===== src/rtl/proc_nios2_qsys_0_oci_dct_packer.sv =====
`default_nettype none
// ============================================================================
// Module   : proc_nios2_qsys_0_oci_dct_packer
// Brief    : Packs 2-bit trace atoms LSB-first into 30-bit DCT words with an
//            atom count, presented downstream on a valid/ready handshake.
//            Optional macro PROC_OCI_DCT_DROP_EN selects lossy mode: the
//            atom side never stalls, atoms offered while a sealed word waits
//            are discarded and counted in drop_count.
// Revision : 1.0 - initial release
// ============================================================================
module proc_nios2_qsys_0_oci_dct_packer #(
  parameter  int ATOM_W = 2,
  parameter  int ATOMS  = 15,
  localparam int BUF_W  = ATOM_W * ATOMS,
  localparam int CNT_W  = $clog2(ATOMS + 1)
) (
  input  logic              clk,
  input  logic              reset_n,
  input  logic              atom_valid,
  input  logic [ATOM_W-1:0] atom,
  output logic              atom_ready,
  input  logic              flush,
  output logic [BUF_W-1:0]  dct_buffer,
  output logic [CNT_W-1:0]  dct_count,
  output logic              dct_valid,
  input  logic              dct_ready
`ifdef PROC_OCI_DCT_DROP_EN
  ,
  output logic [15:0]       drop_count
`endif
);

  typedef enum logic [0:0] {
    FILL   = 1'b0,
    SEALED = 1'b1
  } state_t;

  state_t             r_state;
  state_t             w_state_nxt;
  logic [BUF_W-1:0]   r_acc;
  logic [BUF_W-1:0]   w_acc_ins;
  logic [BUF_W-1:0]   w_acc_nxt;
  logic [BUF_W-1:0]   w_buf_nxt;
  logic [CNT_W-1:0]   r_acc_cnt;
  logic [CNT_W-1:0]   w_n;
  logic [CNT_W-1:0]   w_acc_cnt_nxt;
  logic [CNT_W-1:0]   w_cnt_nxt;
  logic               w_accept;
  logic               w_seal;
  logic               w_out_free;
  logic               w_load;
  logic               w_valid_nxt;

  // Atoms only enter the accumulator while filling; in lossy mode the
  // handshake still reads ready, but a sealed accumulator ignores the atom.
  assign w_accept   = atom_valid & (r_state == FILL);
`ifdef PROC_OCI_DCT_DROP_EN
  assign atom_ready = 1'b1;
`else
  assign atom_ready = (r_state == FILL);
`endif

  // High accumulator bits are always zero, so OR-ing in the new atom is enough.
  assign w_acc_ins  = w_accept ? (r_acc | (BUF_W'(atom) << (r_acc_cnt * ATOM_W))) : r_acc;
  assign w_n        = r_acc_cnt + CNT_W'(w_accept);
  assign w_seal     = (w_n == CNT_W'(ATOMS)) | (flush & (w_n != '0));
  assign w_out_free = ~dct_valid | dct_ready;

  // Next-state, accumulator update and output-register load decision.
  always_comb begin
    w_state_nxt   = r_state;
    w_acc_nxt     = r_acc;
    w_acc_cnt_nxt = r_acc_cnt;
    w_load        = 1'b0;
    w_buf_nxt     = r_acc;
    w_cnt_nxt     = r_acc_cnt;
    case (r_state)
      FILL: begin
        if (w_seal && w_out_free) begin
          w_load        = 1'b1;
          w_buf_nxt     = w_acc_ins;
          w_cnt_nxt     = w_n;
          w_acc_nxt     = '0;
          w_acc_cnt_nxt = '0;
        end else begin
          w_acc_nxt     = w_acc_ins;
          w_acc_cnt_nxt = w_n;
          if (w_seal) begin
            w_state_nxt = SEALED;
          end
        end
      end
      SEALED: begin
        if (w_out_free) begin
          w_load        = 1'b1;
          w_acc_nxt     = '0;
          w_acc_cnt_nxt = '0;
          w_state_nxt   = FILL;
        end
      end
      default: begin
        w_state_nxt = FILL;
      end
    endcase
    // A load keeps valid high even when the consumer takes the old word.
    w_valid_nxt = w_load | (dct_valid & ~dct_ready);
  end

  // State register and accumulator.
  always_ff @(posedge clk or negedge reset_n) begin
    if (!reset_n) begin
      r_state   <= FILL;
      r_acc     <= '0;
      r_acc_cnt <= '0;
    end else begin
      r_state   <= w_state_nxt;
      r_acc     <= w_acc_nxt;
      r_acc_cnt <= w_acc_cnt_nxt;
    end
  end

  // Output register; buffer and count hold their last values after a drain.
  always_ff @(posedge clk or negedge reset_n) begin
    if (!reset_n) begin
      dct_buffer <= '0;
      dct_count  <= '0;
      dct_valid  <= 1'b0;
    end else begin
      dct_valid <= w_valid_nxt;
      if (w_load) begin
        dct_buffer <= w_buf_nxt;
        dct_count  <= w_cnt_nxt;
      end
    end
  end

`ifdef PROC_OCI_DCT_DROP_EN
  // Saturating count of atoms discarded while a sealed word waits.
  always_ff @(posedge clk or negedge reset_n) begin
    if (!reset_n) begin
      drop_count <= '0;
    end else if ((r_state == SEALED) && atom_valid && (drop_count != 16'hFFFF)) begin
      drop_count <= drop_count + 16'd1;
    end
  end
`endif

endmodule
`default_nettype wire


===== config.mk =====
export PLATFORM = sky130hd
export DESIGN_NAME = proc_nios2_qsys_0_oci_dct_packer
export DESIGN_NICKNAME = d
export VERILOG_FILES = /design/src/rtl/proc_nios2_qsys_0_oci_dct_packer.sv
export SDC_FILE = /design/constraint.sdc
export NUM_CORES = 1
export LEC_CHECK = 0
export ABC_CLOCK_PERIOD_IN_PS = 3000
export BUFFER_PORTS_ARGS = -buffer_cell sky130_fd_sc_hd__buf_2
export CORE_MARGIN = 4
export CORE_UTILIZATION = 57
export CTS_CLUSTER_DIAMETER = 40
export DETAILED_ROUTE_END_ITERATION = 10
export GPL_TIMING_DRIVEN = 0
export PLACE_DENSITY = 0.88
export SYNTH_ARGS = -nofsm -noshare
export SYNTH_HDL_FRONTEND = slang
export SYNTH_SLANG_ARGS = --single-unit

===== constraint.sdc =====
create_clock -name clk -period 3 [get_ports clk]
set_input_delay 0.15 -clock clk [delete_from_list [all_inputs] [get_ports clk]]
set_output_delay 0.15 -clock clk [all_outputs]
set_load 0.05 [all_outputs]

==> impl_metrics.ini <==
[logic_synthesis]
ys_seq_elements = 70
yosysMostFrequentCell = dfrtp_1
synthTopCellsByArea = dfrtp_1 55%, a31oi_1 12%, nor2_1 5.4%
synth-edff-count = 0
synthesis.nets = 337
synthTopCellsByCount = 70 x dfrtp_1, 60 x a31oi_1, 46 x nor2_1
async_flop_share_pct = 100
synthCells = 328
synth_area_leader_cell = dfrtp_1
synth_top_cell_area_share_pct = 55.0
ys_seq_area_share_pct = 55.0
avgSynthCellArea_um2 = 9.71
synth_ff_type = dfrtp_1
yosys_warnings = 0
synth_cell_types = 33
synth_area_mm2 = 0.00319

[detailed_routing]
drt_iter0_markers = 394
totalWireLength_mm = 8.37
post-route-drc-count = 0
ant_nets = 0
drt_pre_antenna_iters = 5
avgViaCountPerCell = 6.49
route.vias.total = 2953
wl_per_cell_um = 18.4

[sta]
whs_ns = 0.243
finalHoldViolations = 0
worstMarginPinSlew_ns = 0.862
rsz0062_at_grt = false
layout_setup_ws_ns = 0.276
drv_slew = 0
clock-skew-final_ns = 0.0113
finalSetupViolCount = 0
min_period_over_period_pct = 90.8
slew_headroom_pct = 42.5
min_period_ns = 2.72
tns_ns = 0
fmax_ghz = 0.367

[cells_and_area]
diodes = 0
drive_above_1_share_pct = 20.5
fin_nets = 391
fin_util_pct = 70.2
synthToLayoutAreaGrowth_pct = 16.1

[power]
power_density_mw_per_mm2 = 948
power.leakage_uw = 0.00174
power_uw = 3500
vdd_ir_drop_max_mv = 0.631

[clocking]
worstSkewPairLatency_ns = 0.36
cts.sinks = 70
tritoncts = built
post_cts_buffers = 0
clkTransAtPathRegs_ns = 0.08
clock_path_buffers = 2
htreeDepth = 3
root_buffer = clkbuf_8
numCtsBuffers = 9

[hold_path]
holdCritPathClass = input port to flip-flop
hold_start = flush

[grt]
grt_use_total_pct = 27.0
antenna_found_initial = 0
grt_max_degree = 71
grt_pass1_vias = 2780
grt_overflow = 0
grt_pass1_wl_mm = 13.5

[critical_path]
cp.required_ns = 3.22
critPathCaptureType = flip-flop
r2r_start = r_state
r2r_slack_ns = 0.28
critPathMaxFanout = 10
startpoint = r_state
worstPathArrival_ns = 2.95
crit_type = flip-flop to flip-flop
start_kind = flip-flop

[placement]
dp_slack_ns = 0.275
dp_hpwl_mm = 5.50
numPortBuffers = 42
gp_congestion = 0.921

[die]
std_cell_rows = 26
die_w_um = 82.8
die_h_um = 82.8
io_pins = 43
dieArea_mm2 = 0.00685
core_mm2 = 0.00527
start_util_pct = 60.4

[flow_run]
cap_violations = 0

[outcome]
outcome = finished, final reports clean
-- cell families (layout without fill, tap and decap cells) --
group | after synthesis | in the layout | synth area share, %
AO/OA/AOI/OAI | 110 | 110 | 21.7
buffers and inverters | 34 | 91 | 5.89
flip-flops | 70 | 70 | 55.0
AND/OR/NAND/NOR | 109 | 109 | 15.3
adder cells (fa/ha/maj) | 2 | 2 | 0.785
multiplexers | 1 | 1 | 0.314
XOR/XNOR | 2 | 2 | 1.02
-- per-stage QoR --
stage / cell area (um^2) / instances
5_1_grt: 3700 / 455
6_report: 3700 / 455
3_3_place_gp: 3480 / 440
2_1_floorplan: 3190 / 328
4_1_cts: 3680 / 455
3_5_place_dp: 3490 / 440
-- worst max-delay path, cell delays in order (launching register included) --
cell and delay [ns]:
dfrtp_1 0.46, nor2b_1 0.24, ha_1 0.22, ha_1 0.26, xor2_2 0.15, o31ai_4 0.34
a21oi_1 0.16, o21ai_2 0.30, clkbuf_2 0.31, o21ai_0 0.14
-- placed cells by master (no fill, tap or decap), types with 2 or more instances in the layout --
cell type | Yosys | routed
dfrtp_1 | 70 | 70
a31oi_1 | 60 | 60
buf_2 | 10 | 51
nor2_1 | 46 | 46
nand3_1 | 33 | 33
o21ai_0 | 22 | 22
clkbuf_1 | 11 | 13
nand2_1 | 13 | 13
o21ai_1 | 13 | 12
clkbuf_8 | 0 | 11
buf_6 | 6 | 6
nor3_1 | 5 | 5
inv_1 | 4 | 4
nand2b_1 | 4 | 4
a21oi_1 | 4 | 4
nor2b_1 | 3 | 3
o31ai_1 | 3 | 3
xor2_2 | 2 | 2
clkbuf_2 | 2 | 2
or3_1 | 2 | 2
ha_1 | 2 | 2
-- flip-flops by register name, summed over array words and instances, names as in the netlist --
register    flops
dct_valid       1
r_acc_cnt       4
dct_count       4
r_acc          30
dct_buffer     30
r_state         1
-- worst paths after layout --
kind,end,cells after the start
max,dct_buffer[15],9
min,r_acc_cnt[3],4
max reg2reg,dct_buffer[15],9
min reg2reg,dct_buffer[5],2
max in group asynchronous,r_acc[15],2
min in group asynchronous,dct_buffer[20],2
-- repair_timing --
action                                  4_1_cts  5_1_grt
gates resized for setup                       0        2
endpoints found under the setup margin        0       30
hold endpoints to repair                     70        0
hold buffers                                  1        0
-- routing by layer --
metal / GRT usage (%) / up-vias / routed length, um
met5: 0 / - / 0
met4: 10.3 / 0 / 172
met3: 6.51 / 26 / 719
met2: 42.8 / 186 / 4070
met1: 36.2 / 1440 / 3410
li1: - / 1301 / -
-- report_power, final --
| group | switching [uW] | leakage, uW | internal [uW] | total (uW) |
|---|---|---|---|---|
| sequential | 115 | 0.000953 | 1140 | 1250 |
| combinational | 1100 | 0.000691 | 390 | 1490 |
| clock | 340 | 0.0000956 | 421 | 761 |
| total | 1560 | 0.00174 | 1950 | 3500 |
-- cell type report --
type / count / area (um^2)
Sequential cell: 70 / 1750
Fill cell: 421 / 1570
Multi-Input combinational cell: 224 / 1260
Timing Repair Buffer: 43 / 223
Buffer: 30 / 173
Clock buffer: 13 / 159
Tap cell: 70 / 87.6
Clock inverter: 1 / 30.0
Inverter: 4 / 15.0
Note: power is estimated with default switching activity, not from simulation.
